--- src/rtl/instr_fetch.sv ---
// -----------------------------------------------------------------------------
// instr_fetch
//   Program loader and instruction fetch unit. A byte-wide loader fills a small
//   program memory (high byte of each word first). Execution then streams
//   memory words to the decoder one per cycle. Jumps and stops insert NOP
//   bubbles.
//
// Parameters
//   NOP_WORD   instruction word issued during bubbles, idle and reset
//   PM_DEPTH   number of 16-bit program memory words (5-bit addressing)
//
// Ports
//   i_clk          clock, all state updates on the rising edge
//   i_rst          synchronous active-high reset
//   i_load         pulse: start program load (honoured in IDLE only)
//   i_start        pulse: run from address 0 (honoured in IDLE only)
//   i_stop         pulse: abort load or run, return to IDLE
//   i_ld_data      loader byte, high byte of each word first
//   i_ld_valid     loader byte valid
//   i_ld_last      marks the low byte of the final program word
//   o_ld_ready     loader may transfer (byte taken on valid && ready)
//   i_jmp          jump request from decoder (combinational from o_instr_out)
//   i_jmp_addr     jump target address
//   o_instr_out    registered instruction word to decoder
//   o_instr_valid  o_instr_out holds a fetched instruction (0 = bubble)
//   o_pc           address of the next word to fetch
//   o_busy         unit is not idle
// -----------------------------------------------------------------------------
module instr_fetch #(
    parameter logic [15:0] NOP_WORD = 16'hA000,
    parameter int          PM_DEPTH = 32
) (
    input  logic        i_clk,
    input  logic        i_rst,
    input  logic        i_load,
    input  logic        i_start,
    input  logic        i_stop,
    input  logic [7:0]  i_ld_data,
    input  logic        i_ld_valid,
    input  logic        i_ld_last,
    output logic        o_ld_ready,
    input  logic        i_jmp,
    input  logic [4:0]  i_jmp_addr,
    output logic [15:0] o_instr_out,
    output logic        o_instr_valid,
    output logic [4:0]  o_pc,
    output logic        o_busy
);

    typedef enum logic [1:0] {
        S_IDLE    = 2'd0,
        S_LOAD_HI = 2'd1,
        S_LOAD_LO = 2'd2,
        S_RUN     = 2'd3
    } state_t;

    state_t      r_state;
    state_t      w_state_next;

    logic [15:0] r_mem [PM_DEPTH];
    logic [4:0]  r_wptr;
    logic [7:0]  r_hi_byte;
    logic [4:0]  r_pc;
    logic [15:0] r_instr;
    logic        r_instr_valid;

    logic        w_accept;
    logic        w_wptr_clr;
    logic        w_hi_we;
    logic        w_mem_we;
    logic        w_start;
    logic        w_fetch;
    logic        w_jump;

    assign o_ld_ready    = (r_state == S_LOAD_HI) || (r_state == S_LOAD_LO);
    assign o_busy        = (r_state != S_IDLE);
    assign o_pc          = r_pc;
    assign o_instr_out   = r_instr;
    assign o_instr_valid = r_instr_valid;

    assign w_accept = o_ld_ready && i_ld_valid;

    always_ff @(posedge i_clk) begin
        if (i_rst) begin
            r_state <= S_IDLE;
        end else begin
            r_state <= w_state_next;
        end
    end

    // Next state plus one-hot strobes that steer the datapath registers below.
    // STOP is checked first in every active state so it beats bytes and jumps.
    always_comb begin
        w_state_next = r_state;
        w_wptr_clr   = 1'b0;
        w_hi_we      = 1'b0;
        w_mem_we     = 1'b0;
        w_start      = 1'b0;
        w_fetch      = 1'b0;
        w_jump       = 1'b0;
        case (r_state)
            S_IDLE: begin
                if (i_load) begin
                    w_state_next = S_LOAD_HI;
                    w_wptr_clr   = 1'b1;
                end else if (i_start) begin
                    w_state_next = S_RUN;
                    w_start      = 1'b1;
                end
            end
            S_LOAD_HI: begin
                if (i_stop) begin
                    w_state_next = S_IDLE;
                end else if (w_accept) begin
                    w_hi_we      = 1'b1;
                    w_state_next = S_LOAD_LO;
                end
            end
            S_LOAD_LO: begin
                if (i_stop) begin
                    w_state_next = S_IDLE;
                end else if (w_accept) begin
                    w_mem_we     = 1'b1;
                    // A full memory ends the load even without LD_LAST.
                    w_state_next = (i_ld_last || (r_wptr == 5'd31)) ? S_IDLE : S_LOAD_HI;
                end
            end
            S_RUN: begin
                if (i_stop) begin
                    w_state_next = S_IDLE;
                end else if (i_jmp && r_instr_valid) begin
                    // Only a real instruction may jump; a bubble cannot.
                    w_jump = 1'b1;
                end else begin
                    w_fetch = 1'b1;
                end
            end
            default: w_state_next = S_IDLE;
        endcase
    end

    // Loader pointer, holding byte, PC and the instruction output register.
    // Anything other than a plain fetch drives a NOP bubble, which covers
    // every non-RUN state as well as jump and stop cycles.
    always_ff @(posedge i_clk) begin
        if (i_rst) begin
            r_wptr        <= 5'd0;
            r_hi_byte     <= 8'd0;
            r_pc          <= 5'd0;
            r_instr       <= NOP_WORD;
            r_instr_valid <= 1'b0;
        end else begin
            if (w_wptr_clr) begin
                r_wptr <= 5'd0;
            end else if (w_mem_we) begin
                r_wptr <= r_wptr + 5'd1;
            end
            if (w_hi_we) begin
                r_hi_byte <= i_ld_data;
            end
            if (w_fetch) begin
                r_instr       <= r_mem[r_pc];
                r_instr_valid <= 1'b1;
                r_pc          <= r_pc + 5'd1;
            end else begin
                r_instr       <= NOP_WORD;
                r_instr_valid <= 1'b0;
                if (w_start) begin
                    r_pc <= 5'd0;
                end else if (w_jump) begin
                    r_pc <= i_jmp_addr;
                end
            end
        end
    end

    // Program memory is never cleared; reset only blocks a same-cycle write.
    always_ff @(posedge i_clk) begin
        if (w_mem_we && !i_rst) begin
            r_mem[r_wptr] <= {r_hi_byte, i_ld_data};
        end
    end

endmodule

--- config.mk ---
export PLATFORM = sky130hd
export DESIGN_NAME = instr_fetch
export DESIGN_NICKNAME = d
export VERILOG_FILES = /design/src/rtl/instr_fetch.sv
export SDC_FILE = /design/constraint.sdc
export NUM_CORES = 1
export LEC_CHECK = 0
export ABC_AREA = 1
export CAP_MARGIN = 25
export CORE_UTILIZATION = 56
export DETAILED_ROUTE_END_ITERATION = 6
export GPL_TIMING_DRIVEN = 0
export PLACE_DENSITY = 0.73
export SETUP_SLACK_MARGIN = 0.3
export SKIP_LAST_GASP = 1
export SLEW_MARGIN = 15
export SYNTH_ARGS = -nofsm -noshare
export SYNTH_HDL_FRONTEND = slang
export SYNTH_SLANG_ARGS = --single-unit
--- constraint.sdc ---
create_clock -name i_clk -period 2.8 [get_ports i_clk]
set_clock_uncertainty 0.2 [all_clocks]
set_input_delay 0.56 -clock i_clk [delete_from_list [all_inputs] [get_ports i_clk]]
set_output_delay 0.56 -clock i_clk [all_outputs]
set_load 0.05 [all_outputs]
# ---- Word-level counts from Yosys, hierarchy flattened
# Memories as Yosys holds them, arrays and structs flattened. A register that Yosys moved wholly into a read port is not among the register bits.
# Cells that the tools add are included.
dict set report op_classes {
  bitwise 1
  muxes 30
  n_reduce_logical 12
  add_sub_neg 2
  eq_ne 8
}
# operator count
set op_table {}
lappend op_table {{2-to-1 mux 1 bit} 19}
lappend op_table {{2-to-1 mux 5 bit} 3}
lappend op_table {{2-to-1 mux 2 bit} 7}
lappend op_table {{adder 5 x 1 -> 5 bit (second input constant)} 2}
lappend op_table {{!= test 3 bit (second input constant)} 3}
lappend op_table {{case mux 2 bit (4 select lines)} 1}
lappend op_table {{equality test 5 bit (second input constant)} 1}
lappend op_table {{equality test 2 bit (second input constant)} 2}
lappend op_table {{AND reduction 4 bit} 1}
lappend op_table {{OR reduction 2 bit} 2}
lappend op_table {{logical AND 1 bit} 3}
lappend op_table {{nonzero test 3 bit} 1}
lappend op_table {{equality test 2 x 1 -> 1 bit (second input constant)} 1}
lappend op_table {{zero test 2 bit} 1}
lappend op_table {{logical OR 1 bit} 2}
lappend op_table {{!= test 2 bit (second input constant)} 1}
lappend op_table {{nonzero test 2 bit} 1}
lappend op_table {{zero test 1 bit} 1}
lappend op_table {{inverter 1 bit} 1}
dict set report word_totals {
  register_bits 21
  elab_cells 59
  mem_count 1
  mem_bits_rw 512
  out_inout_bits 24
  in_bits 21
}
# memory words width rd rd_ports_with_merged_regs write_ports line_no
set memory_table {}
lappend memory_table {r_mem 32 16 1 1 1 60} ;# logic [15:0] r_mem [PM_DEPTH];

# ---- Logic depth before layout (Yosys ltp)
dict set report depth {
  ltp_word 9
  ltp_mapped 15
  ltp_nobuf 11
}

# ---- Worst setup path before layout
# No wires, ideal clock.
dict set report synth_path {
  path_kind {register to register}
  from {register r_state[0]}
  to {memory r_mem[0][0] (enable)}
  n_path_buf 0
  period_less_slack_ps 3233
  setup_time_ps 388
  stages_incl_launch_ff 9
  arrival_time_ps 2644
  t_required_ps 2212
  setup_slack_ps -433
  path_cell_list {dfxtp_1 > inv_1 > ha_1 > nand2_1 > nor2_2 > nand2_1 > nor2_1 > nand2_1 > nor2_1}
}
dict set report synth_between {
  elab_chain_len 9
  word_cells_on_any_way 10
  classes_between {2 x eq/ne; 5 x mux; 3 x reduce/logical}
}
# item line_no
set synth_lines {}
lappend synth_lines {{from (decl)} 57} ;# state_t r_state;
lappend synth_lines {{from (signal assigned)} 87} ;# r_state <= w_state_next;
lappend synth_lines {{equality test 2 x 1 -> 1 bit or equality test 2 bit (tied branches)} 75} ;# assign o_ld_ready = (r_state == S_LOAD_HI) || (r_state == S_LOAD_LO);
lappend synth_lines {{logical OR 1 bit *} 75}
lappend synth_lines {{net o_ld_ready} 41} ;# output logic o_ld_ready,
lappend synth_lines {{logical AND 1 bit *} 81} ;# assign w_accept = o_ld_ready && i_ld_valid;
lappend synth_lines {{2-to-1 mux 1 bit *} 122} ;# end else if (w_accept) begin
lappend synth_lines {{2-to-1 mux 1 bit *} 120} ;# if (i_stop) begin
lappend synth_lines {{2-to-1 mux 1 bit *} 101} ;# case (r_state)
lappend synth_lines {{logical AND 1 bit *} 179} ;# if (w_mem_we && !i_rst) begin
lappend synth_lines {{2-to-1 mux 1 bit *} 179}
lappend synth_lines {{2-to-1 mux 1 bit (not written as such) *} 180} ;# r_mem[r_wptr] <= {r_hi_byte, i_ld_data};
lappend synth_lines {{to (decl)} 60}
# Mark *: on every way through the listed nets, which the timed path passes. The rest lies on a longest branch.

==> results.ini <==
[clock_network]
cts-htree-levels=2
clk_latency_ps=620
numCtsBuffers=55
holdBufCountCts=0
cts_root_buf=clkbuf_16
clk_pin_slew_worst_paths_ps=60
tritoncts=done
cts.sinks=549
cts_max_path_buffers=3

[sta]
slew-limit-headroom_pct=40.8
rsz0062_at_grt=yes
period_share_pct=89.4
min_period_ps=2500
worst_pin_slew_ps=888
hold_ws_ps=208
finalHoldViolations=0
timing.fmax_mhz=399
slew_violations=0
finalSetupViolCount=0

[synthesis]
synth_area_sq_mm=0.0227
syn_area_per_cell_sq_um=10.9
synthFlopType=edfxtp_1
yosysSeqAreaShare_pct=71.0
synth-edff-count=512
ys.warnings.count=0
synth_area_leaders=edfxtp_1 (68%), nand2_1 (7.8%), nor2_1 (6.8%), nand3_1 (3.5%), o21ai_0 (3.5%)
synthesis.instances=2086
yosys.area.top_type=edfxtp_1
synthDistinctLibCells=28
synth.top_cells.by_count=edfxtp_1 (512), nand2_1 (470), nor2_1 (412)
async_reset_ff_share_pct=0
synth_nets=2117
ys_ff_latch=549
yosysMostFrequentCell=edfxtp_1
synth_top_cell_area_share_pct=67.7

[detailed_routing]
avgRoutedWirePerCell_um=24.5
dr.pass1.iters=5
dr_total_vias=16300
antenna_left=0
initialDrtViolationCount=2044
wirelength_mm=69.0
vias_per_cell=5.77
drcViolationCount=0

[final_layout]
fin_util_pct=67.8
nets=2281
area_delta_synth_final_pct=18.9
fillers=2886
diodes=0
drive_above_1_share_pct=12.7

[worst_setup_path]
endpoint_kind=flop
crit_path_start_kind=flop
crit_required_ps=3100
cp.arrival_ps=2800
criticalPathCategory=reg -> reg
path_max_fanout=10

[global_routing]
grt_usage_pct=34.1
grt_remaining_overflow=0
antenna_found_initial=1
grt_max_degree=34
grt_pass1_wl_mm=100
grt_pass1_vias=16100

[placed_design]
port_buffers=44
dp.final_hpwl_mm=45.3
gp_congestion=0.942

[outcome]
status=finished clean

[floorplanning]
floorplan.initialDensity_pct=57.0
dieArea_sq_mm=0.0414
core-area_sq_mm=0.0398
ios=45
fp.dieH_um=203
rows=73
die_x_um=203

[power]
vdd_drop_max_uv=579
cellLeakagePower_nw=10.5
power_density_mw_per_mm2=773

[min_path]
min_path_type=in -> reg

[run]
cap_violations=0

==> critical path: stages, from the launching register on <==
cell and delay (ps):
dfxtp_1 340, buf_4 200, inv_1 70, buf_2 300, buf_2 420, nand3_1 130, nand3_1 100, nand2_1 90
nor2_1 300, nand2_1 90, nand2_1 90, nor2_2 60
==> flip-flops by register name (all words and copies together) (netlist names) <==
| name | cells |
|---|---|
| r_mem | 512 |
| r_wptr | 5 |
| o_instr_out | 16 |
| r_state | 2 |
| o_instr_valid | 1 |
| r_hi_byte | 8 |
| o_pc | 5 |
==> power by group <==
part | total [W] | internal [W] | switching [W]
combinational | 0.00460 | 0.00127 | 0.00332
sequential | 0.00910 | 0.00901 | 0.0000872
clock | 0.00717 | 0.00410 | 0.00307
==> per-layer routing <==
metal	routed length, um	global-route usage (%)	up-vias
met1	25400	43.5	7778
met5	0	0	-
met4	4360	21.2	0
li1	-	-	7346
met3	7040	6.01	189
met2	32200	54.7	966
==> logic make-up (layout without fill, tap and decap cells) <==
| group | Yosys count | count (layout) | share of synthesized area [%] |
|---|---|---|---|
| AOI/OAI and AO/OA | 221 | 221 | 5.07 |
| xor gates and xnor gates | 1 | 1 | 0.0386 |
| adders and majority gates | 10 | 10 | 0.551 |
| buffers and inverters | 254 | 464 | 5.03 |
| DFF | 549 | 549 | 71.0 |
| and+or+nand+nor | 1051 | 1051 | 18.4 |
==> through the flow <==
step	power [W]	cell area [sq um]	instances	worst slack, ps	setup TNS [ps]
floorplan	0.0119	23000	2086	302	0
global placement	0.0136	24100	2655	-324	-125580
detailed placement	0.0137	24300	2666	-389	-152810
CTS	0.0207	26900	2817	133	0
global route	0.0215	27000	2821	249	0
finish	0.0209	27000	2821	297	0
==> what timing repair did <==
action | 4_1_cts | 5_1_grt
gates cloned | 0 | 2
pin swaps | 34 | 3
resized for setup | 25 | 46
setup endpoints to repair | 539 | 534
buffers inserted | 48 | 2
==> layout make-up <==
type / count / area (sq um) / area share (%)
multi-input cells: 1283 / 5790 / 21.5
well taps: 525 / 657 / 2.43
plain buffers: 109 / 642 / 2.38
repair buffers: 107 / 1490 / 5.53
flip-flops and latches: 549 / 16100 / 59.7
clock inverters: 23 / 153 / 0.565
clock buffers: 80 / 1590 / 5.90
inverters: 145 / 551 / 2.04
==> worst paths after layout <==
path | startpoint | to | slack [ps] | cells past startpoint
worst min-delay path | i_ld_data[7] | r_mem[3][7] | 210 | 1
worst max register to register | o_pc[1] | o_instr_out[14] | 300 | 11
worst max-delay path | o_pc[1] | o_instr_out[14] | 300 | 11
worst min register to register | r_wptr[1] | r_wptr[1] | 360 | 2
==> cell usage in the layout, fill, tap and decap left out, types with 8 or more instances in the layout <==
| master | netlist | routed |
|---|---|---|
| o211ai_1 | 15 | 15 |
| clkbuf_1 | 36 | 40 |
| nor2_1 | 412 | 373 |
| o21ai_0 | 161 | 161 |
| clkinv_2 | 0 | 11 |
| edfxtp_1 | 512 | 512 |
| nand2_1 | 470 | 465 |
| a21oi_1 | 35 | 35 |
| buf_12 | 1 | 35 |
| clkdlybuf4s50_1 | 0 | 17 |
| dfxtp_1 | 37 | 30 |
| buf_4 | 6 | 28 |
| buf_2 | 46 | 46 |
| buf_6 | 12 | 13 |
| dlygate4sd2_1 | 0 | 10 |
| clkbuf_8 | 0 | 8 |
| nor2_4 | 1 | 35 |
| nand3_1 | 161 | 160 |
| ha_1 | 10 | 9 |
| clkinv_1 | 1 | 10 |
| clkbuf_16 | 0 | 59 |
| inv_1 | 142 | 142 |
| clkbuf_2 | 0 | 13 |
Power figures use the tool's default switching activity.
